`config.mk`:
```
export PLATFORM = sky130hd
export DESIGN_NAME = mem_port_arbiter
export DESIGN_NICKNAME = d
export VERILOG_FILES = /design/src/rtl/mem_port_arbiter.sv
export SDC_FILE = /design/constraint.sdc
export NUM_CORES = 1
export LEC_CHECK = 0
export ABC_AREA = 1
export BUFFER_PORTS_ARGS = -buffer_cell sky130_fd_sc_hd__buf_2
export CORE_ASPECT_RATIO = 0.7
export CORE_MARGIN = 4
export CORE_UTILIZATION = 45
export DETAILED_ROUTE_END_ITERATION = 10
export GPL_ROUTABILITY_DRIVEN = 0
export GPL_TIMING_DRIVEN = 0
export HOLD_SLACK_MARGIN = 0.15
export MAX_ROUTING_LAYER = met4
export PLACE_DENSITY_LB_ADDON = 0.12
export SLEW_MARGIN = 0
export SYNTH_ARGS = -nofsm -noshare
export SYNTH_HDL_FRONTEND = slang
export SYNTH_SLANG_ARGS = --single-unit
```
`constraint.sdc`:
```
create_clock -name clock -period 1.7 [get_ports clock]
set_input_delay 0.34 -clock clock [delete_from_list [all_inputs] [get_ports clock]]
set_output_delay 0.34 -clock clock [all_outputs]
set_load 0.02 [all_outputs]
```
`src/rtl/mem_port_arbiter.sv`:
```
// Shares one backing-memory port between instruction fetch and data access.
// Fetched words live in a one-entry buffer; load results live in a data buffer.
module mem_port_arbiter #(
    parameter int unsigned ADDR_W = 32,
    parameter int unsigned DATA_W = 32
) (
    input  logic              clock,
    input  logic              reset,
    input  logic [ADDR_W-1:0] if_addr,
    output logic [DATA_W-1:0] if_instr,
    output logic              if_stall,
    input  logic              dm_en,
    input  logic              dm_we,
    input  logic [ADDR_W-1:0] dm_addr,
    input  logic [DATA_W-1:0] dm_wd,
    output logic [DATA_W-1:0] dm_rd,
    output logic              dm_stall,
    output logic              mem_req,
    output logic              mem_we,
    output logic [ADDR_W-1:0] mem_addr,
    output logic [DATA_W-1:0] mem_wd,
    input  logic              mem_gnt,
    input  logic              mem_rvalid,
    input  logic [DATA_W-1:0] mem_rdata
);
    typedef enum logic [1:0] {S_IDLE, S_REQ, S_WAIT, S_D_RESP} state_t;

    state_t            r_state,      w_state_nx;
    logic              r_mem_req,    w_mem_req_nx;
    logic              r_mem_we,     w_mem_we_nx;
    logic [ADDR_W-1:0] r_mem_addr,   w_mem_addr_nx;
    logic [DATA_W-1:0] r_mem_wd,     w_mem_wd_nx;
    logic              r_tgt_d,      w_tgt_d_nx;
    logic [ADDR_W-1:0] r_ireq_addr,  w_ireq_addr_nx;
    logic              r_ibuf_valid, w_ibuf_valid_nx;
    logic [ADDR_W-1:0] r_ibuf_addr,  w_ibuf_addr_nx;
    logic [DATA_W-1:0] r_ibuf_data,  w_ibuf_data_nx;
    logic [DATA_W-1:0] r_dbuf,       w_dbuf_nx;
    logic              r_last_d,     w_last_d_nx;

    logic w_if_stall;
    logic w_d_pend;
    logic w_i_pend;

    assign w_if_stall = ~(r_ibuf_valid && (r_ibuf_addr == if_addr));
    assign w_d_pend   = dm_en && (r_state == S_IDLE);
    assign w_i_pend   = w_if_stall && (r_state == S_IDLE);

    assign if_stall = w_if_stall;
    assign if_instr = r_ibuf_data;
    assign dm_stall = dm_en && (r_state != S_D_RESP);
    assign dm_rd    = r_dbuf;
    assign mem_req  = r_mem_req;
    assign mem_we   = r_mem_we;
    assign mem_addr = r_mem_addr;
    assign mem_wd   = r_mem_wd;

    // State and buffer registers
    always_ff @(posedge clock or negedge reset) begin
        if (!reset) begin
            r_state      <= S_IDLE;
            r_mem_req    <= 1'b0;
            r_mem_we     <= 1'b0;
            r_mem_addr   <= '0;
            r_mem_wd     <= '0;
            r_tgt_d      <= 1'b0;
            r_ireq_addr  <= '0;
            r_ibuf_valid <= 1'b0;
            r_ibuf_addr  <= '0;
            r_ibuf_data  <= '0;
            r_dbuf       <= '0;
            r_last_d     <= 1'b1;
        end else begin
            r_state      <= w_state_nx;
            r_mem_req    <= w_mem_req_nx;
            r_mem_we     <= w_mem_we_nx;
            r_mem_addr   <= w_mem_addr_nx;
            r_mem_wd     <= w_mem_wd_nx;
            r_tgt_d      <= w_tgt_d_nx;
            r_ireq_addr  <= w_ireq_addr_nx;
            r_ibuf_valid <= w_ibuf_valid_nx;
            r_ibuf_addr  <= w_ibuf_addr_nx;
            r_ibuf_data  <= w_ibuf_data_nx;
            r_dbuf       <= w_dbuf_nx;
            r_last_d     <= w_last_d_nx;
        end
    end

    // Next-state: arbitrate in IDLE, handshake in REQ, collect response in WAIT
    always_comb begin
        w_state_nx      = r_state;
        w_mem_req_nx    = r_mem_req;
        w_mem_we_nx     = r_mem_we;
        w_mem_addr_nx   = r_mem_addr;
        w_mem_wd_nx     = r_mem_wd;
        w_tgt_d_nx      = r_tgt_d;
        w_ireq_addr_nx  = r_ireq_addr;
        w_ibuf_valid_nx = r_ibuf_valid;
        w_ibuf_addr_nx  = r_ibuf_addr;
        w_ibuf_data_nx  = r_ibuf_data;
        w_dbuf_nx       = r_dbuf;
        w_last_d_nx     = r_last_d;

        case (r_state)
            S_IDLE: begin
                // On a conflict, data goes first unless it was served last
                if (w_d_pend && !(w_i_pend && r_last_d)) begin
                    w_mem_req_nx  = 1'b1;
                    w_mem_we_nx   = dm_we;
                    w_mem_addr_nx = dm_addr;
                    w_mem_wd_nx   = dm_wd;
                    w_tgt_d_nx    = 1'b1;
                    w_state_nx    = S_REQ;
                end else if (w_i_pend) begin
                    w_mem_req_nx   = 1'b1;
                    w_mem_we_nx    = 1'b0;
                    w_mem_addr_nx  = if_addr;
                    w_mem_wd_nx    = '0;
                    w_tgt_d_nx     = 1'b0;
                    w_ireq_addr_nx = if_addr;
                    w_state_nx     = S_REQ;
                end
            end
            S_REQ: begin
                if (mem_gnt) begin
                    w_mem_req_nx = 1'b0;
                    w_state_nx   = S_WAIT;
                end
            end
            S_WAIT: begin
                if (mem_rvalid) begin
                    if (r_tgt_d) begin
                        if (!r_mem_we) begin
                            w_dbuf_nx = mem_rdata;
                        end else if (r_mem_addr == r_ibuf_addr) begin
                            w_ibuf_valid_nx = 1'b0;
                        end
                        w_last_d_nx = 1'b1;
                        w_state_nx  = S_D_RESP;
                    end else begin
                        // Fill with the address actually fetched, not the current PC
                        w_ibuf_data_nx  = mem_rdata;
                        w_ibuf_addr_nx  = r_ireq_addr;
                        w_ibuf_valid_nx = 1'b1;
                        w_last_d_nx     = 1'b0;
                        w_state_nx      = S_IDLE;
                    end
                end
            end
            S_D_RESP: begin
                w_state_nx = S_IDLE;
            end
            default: begin
                w_state_nx = S_IDLE;
            end
        endcase
    end
endmodule

```
**Yosys cells after proc, flatten, opt, wreduce, memory -nomap -nowiden**

Index checks and enable logic that the tools add are counted.

- Register bits after elaboration: 199
- Memories: 0
- Bits in latches: 0
- Memory bits (writable): 0
- ROM bits: 0
- Output and inout port bits: 132
- Logic and storage cells: 66

- Reductions and logical operators: 18
- Muxes and demuxes: 21
- Equal/unequal tests: 11
- Shift operators: 0
- Divide/modulo/power cells: 0
- $mul: 0
- Bitwise operators: 4
- $add $sub $neg: 0
- Magnitude comparators: 0

Operators by type and width:

| kind | count |
|---|---|
| 32-bit two-way mux | 4 |
| 32-bit == test | 2 |
| 3-bit AND reduction | 4 |
| 1-bit two-way mux | 10 |
| 2-bit two-way mux | 5 |
| 2-bit inequality test, second input constant | 4 |
| 2-bit one-hot mux with 4 select lines | 1 |
| 4-bit AND reduction | 2 |
| 1-bit logical AND | 6 |
| 2-bit == test, second input constant | 2 |
| 1-bit inverter | 4 |
| 2-bit AND reduction | 2 |
| 2-bit nonzero test | 2 |
| 3-bit by 2-bit inequality test with 1-bit output, second input constant | 1 |
| 2-bit by 1-bit == test with 1-bit output, second input constant | 1 |
| 2-bit zero test | 1 |
| 2-bit by 1-bit inequality test with 1-bit output, second input constant | 1 |
| 1-bit one-hot mux with 2 select lines | 1 |
| 1-bit zero test | 1 |

**Depth between registers and ports, before layout**

Gate-level depths: netlist (run 1).

- Word-level depth: 9
- Gate-level depth with buffers: 16
- Mapped depth without buffers: 14

**Worst setup path before layout (run 1)**

No wires, ideal clock.

- Kind: reg-to-reg
- Start: register r_ibuf_addr[20]
- End: register r_ireq_addr[14]
- Arrival time: 1.512 ns
- Slack: 0.070 ns
- Cell stages (with the launch flop): 12
- Buffers on the path: 1
- Library setup time: 0.118 ns
- Period minus slack after synthesis: 1.630 ns
- Required time: 1.582 ns
- Cell sequence: dfrtp_1 xnor2_1 nand2_1 nor2_1 nand2_1 nor2_2 nand3_2 nand2_1 nand2_2 clkbuf_1 nand4_1 nand2_1

- Cells in the longest elaborated chain, start to end: 9

Ends and longest elaborated chain:

| element | RTL line | text |
|---|---|---|
| start: declaration | 36 | `logic [ADDR_W-1:0] r_ibuf_addr, w_ibuf_addr_nx;` |
| start signal: assignment | 82 | `r_ibuf_addr <= w_ibuf_addr_nx;` |
| 32-bit == test * | 45 | `assign w_if_stall = ~(r_ibuf_valid && (r_ibuf_addr == if_addr));` |
| 1-bit logical AND * | 45 |  |
| 1-bit inverter * | 45 |  |
| 1-bit logical AND * | 47 | `assign w_i_pend = w_if_stall && (r_state == S_IDLE);` |
| 1-bit logical AND | 107 | `if (w_d_pend && !(w_i_pend && r_last_d)) begin` |
| 1-bit zero test | 107 |  |
| 1-bit logical AND | 107 |  |
| 1-bit inverter (no source line) | - |  |
| 3-bit AND reduction (no source line) * | - |  |
| end signal: assignment | 80 | `r_ireq_addr <= w_ireq_addr_nx;` |
| end: declaration | 34 | `logic [ADDR_W-1:0] r_ireq_addr, w_ireq_addr_nx;` |

Mark *: on every way between the ends. The rest lies on a longest branch, timed or not.
A chain may end at the register's enable or synchronous reset.

**Final worst setup path (run 1)**

- Start: register r_ibuf_addr[2]
- End: output port if_stall

- Cells in the longest elaborated chain, start to end: 3

Ends and longest elaborated chain:

| element | RTL line | text |
|---|---|---|
| 32-bit == test | 45 |  |
| 1-bit logical AND | 45 |  |
| 1-bit inverter | 45 |  |
| end: declaration | 11 | `output logic if_stall,` |

No other way between the ends.

==> results.sh, run 1 <==
export IMPL_status="finished, violations left"
export IMPL_violations="negative setup slack"
export IMPL_p_leak_nw=7.61
export IMPL_syn_num_nets=1211
export IMPL_port_buffers=265
export IMPL_p_switching_mw=13.0
export IMPL_startpoint="r_ibuf_addr[2]$_DFFE_PN0P_"
export IMPL_max_slew_worst_pin_slew_ns=0.711
export IMPL_min_period_ns=2.48
export IMPL_pin_count=266
export IMPL_finalWirelength_um=36200
export IMPL_clockBufferDepth=2
export IMPL_synthCells=1077
export IMPL_path_buf_inv=2
export IMPL_dpl_hpwl_um=22000
export IMPL_min_path_type="input port to flop"
export IMPL_ys_async_sr_fraction=1.00
export IMPL_cp_start_kind="flop"
export IMPL_start_util=0.459
export IMPL_die_x_um=178
export IMPL_fin_hold_ws_ns=0.156
export IMPL_crit_path_frequent_cell="nand2_1"
export IMPL_avgSynthCellArea_um2=8.43
export IMPL_drt_first_pass_iters=5
export IMPL_timing_slew_headroom=0.526
export IMPL_place_inst=1613
export IMPL_end_kind="output pin"
export IMPL_drive_gt1_frac=0.454
export IMPL_stdcell_count=1796
export IMPL_critPathTopFamily="simple AND/OR/NAND/NOR gates"
export IMPL_grt_overflow_total=0
export IMPL_rsz0062_at_grt="true"
export IMPL_hold_viol=0
export IMPL_seq_area_frac_synth=0.548
export IMPL_power_frac_clock=0.137
export IMPL_fmax_mhz=404
export IMPL_synth_cell_types=33
export IMPL_vias=9530
export IMPL_cp_depth=9
export IMPL_nFillCells=1470
export IMPL_wl_per_cell_um=20.2
export IMPL_ys_top_cells_by_count="nand2_1 (430), dfrtp_1 (198), nand3_1 (131)"
export IMPL_coreArea_um2=19800
export IMPL_timing_rr_end="r_ireq_addr[1]$_DFFE_PN0P_"
export IMPL_synthFlopType="dfrtp_1"
export IMPL_cts_sinks=199
export IMPL_critPathSlowestCell="dfrtp_1"
export IMPL_internal_power_mw=15.5
export IMPL_maxSlewViolCount=0
export IMPL_r2r_slack_ns=-0.69
export IMPL_drv_cap=0
export IMPL_grt_max_degree=109
export IMPL_p_comb_frac=0.554
export IMPL_grt_pass1_vias=9601
export IMPL_post_route_period_util=1.46
export IMPL_synth_largest_area_cell="dfrtp_1"
export IMPL_viasPerCell=5.31
export IMPL_ys_seq_elements=199
export IMPL_peakVddDrop_mv=0.992
export IMPL_setup_viol=117
export IMPL_switching_share=0.457
export IMPL_cts_tree="built"
export IMPL_synth_area_um2=9080
export IMPL_seqPwrFrac=0.309
export IMPL_htreeDepth=4
export IMPL_clock_latency_ns=0.44
export IMPL_die_area_um2=22600
export IMPL_row_count=43
export IMPL_ant_nets=0
export IMPL_nets=1643
export IMPL_clk_pin_slew_ns=0.08
export IMPL_drtIter0Drc=867
export IMPL_cts_buffers=17
export IMPL_worstPathMaxFanout=2
export IMPL_grt_usage=0.315
export IMPL_worstPathRequired_ns=1.36
export IMPL_tns_ns=-45.76
export IMPL_grt_pass1_wl_um=52700
export IMPL_powerDensity_nw_per_um2=1930
export IMPL_setup_worst_path_class="flop to output pin"
export IMPL_synth_top_area_frac=0.546
export IMPL_yosysWarnings=0
export IMPL_cts_root_buf="clkbuf_16"
export IMPL_r2r_start="r_ibuf_addr[2]$_DFFE_PN0P_"
export IMPL_ys_top_cells_by_area="dfrtp_1 (55%), nand2_1 (18%), nand3_1 (7.2%)"
export IMPL_synth_most_common_cell="nand2_1"
export IMPL_arrival_ns=2.14
export IMPL_area_growth_pct=62.4
export IMPL_reg2reg_depth=15
export IMPL_max_stage_delay_ns=0.41
export IMPL_synth_edf_count=0
export IMPL_die_y_um=127
export IMPL_skew_ns=0.0131
export IMPL_antenna_found_initial=4
export IMPL_crit_path_end="if_stall"
export IMPL_drc=0
export IMPL_fin_ws_ns=-0.777
export IMPL_path_cells="xor2_2 > nor2_1 > nand2_1 > nor3_2 > nand2_1 > nor2_2 > nand2_2 > buf_8 > buf_6"
export IMPL_p_total_mw=28.5
[layout by cell type (no fill, tap or decap), types with 17 or more instances in the layout]
master	count
nand2_4	18
dfrtp_1	195
dlygate4sd3_1	76
buf_12	24
buf_6	31
buf_4	37
buf_2	266
inv_1	65
mux2_4	30
nand3_1	17
clkbuf_16	21
o21ai_0	35
nand2_2	62
nor2_1	27
nand3_4	33
nand2_1	349
nand3_2	83
nand4_1	19
[logic make-up (layout without fill, tap and decap cells)]
family,after synthesis,count (layout),share of synthesized area
AO/OA/AOI/OAI,52,52,0.0315
XOR/XNOR,24,24,0.0231
buffers and inverters,133,577,0.0637
flip-flops,199,199,0.548
multiplexers,32,32,0.0397
other,0,4,0
AND/OR/NAND/NOR,637,638,0.293
[tightest hold or removal path, delay by kind of cell]
family / cells / cell delay, ns
simple gates: 2 / 0.16
buf+inv: 1 / 0.07
[metal layers]
| layer | global-route usage | up-vias | wire [um] |
|---|---|---|---|
| li1 | - | 4312 | - |
| met1 | 0.436 | 4643 | 15000 |
| met2 | 0.474 | 511 | 16700 |
| met3 | 0.0632 | 64 | 3550 |
| met4 | 0.0955 | 0 | 906 |
| met5 | - | - | 0 |
[worst min-delay path by stage]
stage                                         from                       end  slack (ns)  cells past startpoint
after floorplan                              reset      dm_rd[0]$_DFFE_PN0P_        0.04                      0
after global placement     if_instr[9]$_DFFE_PN0P_   if_instr[9]$_DFFE_PN0P_        0.45                      2
after detailed placement  if_instr[26]$_DFFE_PN0P_  if_instr[26]$_DFFE_PN0P_        0.45                      2
after CTS                                dm_wd[23]    mem_wd[23]$_DFFE_PN0P_        0.15                      3
after global routing                    dm_addr[2]   mem_addr[2]$_DFFE_PN0P_        0.15                      3
final                                  dm_addr[19]  mem_addr[19]$_DFFE_PN0P_        0.16                      3
[state kept, by name, summed over array words and instances, names as in the netlist]
| name | cells |
|---|---|
| r_ireq_addr | 32 |
| r_ibuf_addr | 32 |
| mem_req | 1 |
| r_last_d | 1 |
| r_tgt_d | 1 |
| mem_wd | 32 |
| dm_rd | 32 |
| r_ibuf_valid | 1 |
| r_state | 2 |
| mem_we | 1 |
| if_instr | 32 |
| mem_addr | 32 |
[what timing repair did]
item	4_1_cts	5_1_grt
hold buffers	73	3
setup buffers	55	26
resized for setup	273	215
hold endpoints to repair	191	3
endpoints found under the setup margin	197	224
cloned	15	3
pin swaps	70	80
[area by class of cell]
| class | count | area (um2) | share of cell area |
|---|---|---|---|
| Sequential cell | 199 | 4980 | 0.338 |
| Multi-Input combinational cell | 746 | 4930 | 0.334 |
| Timing Repair Buffer | 416 | 3080 | 0.209 |
| Buffer | 45 | 533 | 0.0361 |
| Clock buffer | 18 | 429 | 0.0291 |
| Tap cell | 270 | 338 | 0.0229 |
| Inverter | 84 | 320 | 0.0217 |
| Clock inverter | 14 | 116 | 0.00789 |
| Antenna cell | 4 | 10.0 | 0.000679 |
[power groups by stage]
stage | Combinational (mW) | Sequential [mW] | Clock, mW
floorplan | 5.01 | 9.94 | 0
global placement | 10.3 | 8.48 | 0
detailed placement | 10.5 | 8.52 | 0
CTS | 14.4 | 8.53 | 3.92
global route | 16.8 | 9.01 | 4.14
finish | 15.8 | 8.78 | 3.90
[metrics by stage]
stage               instance area [um2]   util  setup WS (ns)
floorplan                          9080      -         0.0699
global placement                  10700  0.543          -3.12
detailed placement                10800  0.545         -0.723
CTS                               14000  0.707         -0.631
global route                      14700  0.745         -0.796
finish                            14700  0.745         -0.777
No activity file was read; power rests on OpenSTA's default activity.
==> inputs of run 2 (changes only) <==
--- a/config.mk
+++ b/config.mk
@@ -6,11 +6,11 @@
 export NUM_CORES = 1
 export LEC_CHECK = 0
 export ABC_AREA = 1
-export BUFFER_PORTS_ARGS = -buffer_cell sky130_fd_sc_hd__buf_2
 export CORE_ASPECT_RATIO = 0.7
 export CORE_MARGIN = 4
 export CORE_UTILIZATION = 45
 export DETAILED_ROUTE_END_ITERATION = 10
+export DONT_BUFFER_PORTS = 1
 export GPL_ROUTABILITY_DRIVEN = 0
 export GPL_TIMING_DRIVEN = 0
 export HOLD_SLACK_MARGIN = 0.15
==> run 2 against run 1 <==
Net effect: worst setup slack improved by 0.12 ns; utilization decreased by 6.0 points; clock skew increased by 0.00058 ns; largest power group unchanged; critical path type unchanged; the flow finishes with violations (negative hold slack, negative setup slack); register-to-register slack gained 0.20 ns; global-route usage down 0.063 points.
==> results.sh, run 2 (synthesis results as in run 1) <==
export IMPL_hold_buffers=128
export IMPL_min_period_ns=2.36
export IMPL_pin_count=266
export IMPL_max_stage_delay_ns=0.43
export IMPL_coreArea_um2=19800
export IMPL_fmax_mhz=424
export IMPL_drive_gt1_frac=0.274
export IMPL_grt_overflow_total=0
export IMPL_final_common_cell="nand2_1"
export IMPL_post_route_period_util=1.39
export IMPL_cp_start_kind="flop"
export IMPL_diodes=0
export IMPL_min_path_type="input port to asynchronous set/reset pin"
export IMPL_critPathTopFamily="simple AND/OR/NAND/NOR gates"
export IMPL_antenna_found_initial=0
export IMPL_htreeDepth=4
export IMPL_clock_latency_ns=0.44
export IMPL_end_kind="output pin"
export IMPL_dpl_worst_slack_ns=-0.607
export IMPL_status="finished, violations left"
export IMPL_use_met1=0.446
export IMPL_vias=8589
export IMPL_rsz0062_at_grt="true"
export IMPL_grt_pass1_vias=8684
export IMPL_arrival_ns=2.02
export IMPL_cts_tree="built"
export IMPL_drv_cap=0
export IMPL_peakVddDrop_mv=1.09
export IMPL_drtIter0Drc=993
export IMPL_max_slew_worst_pin_slew_ns=0.722
export IMPL_drc=0
export IMPL_powerDensity_nw_per_um2=2010
export IMPL_dpl_hpwl_um=20900
export IMPL_maxSlewViolCount=0
export IMPL_grt_util_met2=0.459
export IMPL_die_y_um=127
export IMPL_drt_first_pass_iters=6
export IMPL_worstPathRequired_ns=1.36
export IMPL_cp_depth=9
export IMPL_reg2reg_depth=14
export IMPL_nFillCells=1513
export IMPL_skew_ns=0.0136
export IMPL_worstPathMaxFanout=5
export IMPL_row_count=43
export IMPL_die_area_um2=22600
export IMPL_hold_viol=198
export IMPL_layout_common_cells="nand2_1 (368), dfrtp_1 (197), dlygate4sd3_1 (128)"
export IMPL_critPathSlowestCell="dfrtp_1"
export IMPL_fin_ws_ns=-0.657
export IMPL_tns_ns=-39.35
export IMPL_finalWirelength_um=34300
export IMPL_multi_input_area_um2=4280
export IMPL_violations="negative hold slack, negative setup slack"
export IMPL_wl_per_cell_um=21.7
export IMPL_die_x_um=178
export IMPL_ant_nets=0
export IMPL_setup_worst_path_class="flop to output pin"
export IMPL_path_buf_inv=1
export IMPL_grt_pass1_wl_um=51900
export IMPL_setup_viol=103
export IMPL_p_leak_nw=6.63
export IMPL_grt_busiest_layer="met2"
export IMPL_area_growth_pct=49.4
export IMPL_cts_root_buf="clkbuf_16"
export IMPL_nets=1434
export IMPL_timing_slew_headroom=0.519
export IMPL_cts_sinks=199
export IMPL_met3_usage=0.0727
export IMPL_clockBufferDepth=2
export IMPL_start_util=0.459
export IMPL_grt_max_degree=200
export IMPL_cts_buffers=17
export IMPL_path_cells="nand2_2 > o21ai_0 > nor2_1 > nand2_1 > nor2_1 > nand2_1 > nor2_2 > nand2_2 > clkbuf_16"
export IMPL_port_buffers=0
export IMPL_clk_pin_slew_ns=0.08
export IMPL_viasPerCell=5.43
export IMPL_fin_hold_ws_ns=-0.407
export IMPL_register_area_um2=4980
export IMPL_grt_usage=0.315
[run 2: final cells by class]
type	instances	area share
Buffer	49	0.0473
Clock buffer	18	0.0324
Clock inverter	13	0.00867
Inverter	84	0.0238
Multi-Input combinational cell	746	0.315
Sequential cell	199	0.367
Tap cell	270	0.0249
Timing Repair Buffer	203	0.180
[run 2: report_power, final]
| group | leakage, nW | internal [mW] | switching [mW] |
|---|---|---|---|
| clock network | 0.256 | 1.95 | 1.98 |
| registers | 2.48 | 6.92 | 3.77 |
| logic | 3.89 | 6.19 | 6.47 |
[run 2: final timing paths]
kind / slack, ns / endpoint / startpoint
hold reg to reg: 0.48 / r_ireq_addr[6]$_DFFE_PN0P_ / r_ireq_addr[6]$_DFFE_PN0P_
min in group clock: 0.17 / mem_addr[7]$_DFFE_PN0P_ / dm_addr[7]
setup reg to reg: -0.49 / r_ireq_addr[1]$_DFFE_PN0P_ / r_ibuf_addr[20]$_DFFE_PN0P_
max in group asynchronous: 1.64 / r_ibuf_addr[20]$_DFFE_PN0P_ / reset
hold / removal: -0.41 / mem_addr[13]$_DFFE_PN0P_ / reset
setup / recovery: -0.66 / if_stall / r_ibuf_addr[0]$_DFFE_PN0P_
[run 2: metrics by stage]
step	hold slack, ns	utilization	instance area [um2]	power, mW	instances
after floorplan	0.0444	-	9080	14.9	1077
after global placement	0.0529	0.476	9420	17.4	1347
after detailed placement	0.0530	0.476	9420	17.5	1347
after CTS	-0.412	0.679	13400	26.7	1575
after global routing	-0.422	0.685	13600	28.7	1582
final	-0.407	0.685	13600	27.3	1582
[run 2: per-layer routing]
metal / wire length [um] / vias to the layer above
li1: - / 3894
met1: 14800 / 4173
met2: 15300 / 459
met3: 3630 / 63
met4: 681 / 0
met5: 0 / -
[run 2: timing repair]
action | 4_1_cts | 5_1_grt
setup endpoints to repair | 196 | 196
pin swaps | 58 | 14
gates resized for setup | 300 | 31
setup buffers | 48 | 7
hold endpoints to repair | 360 | 199
gates cloned | 21 | 0
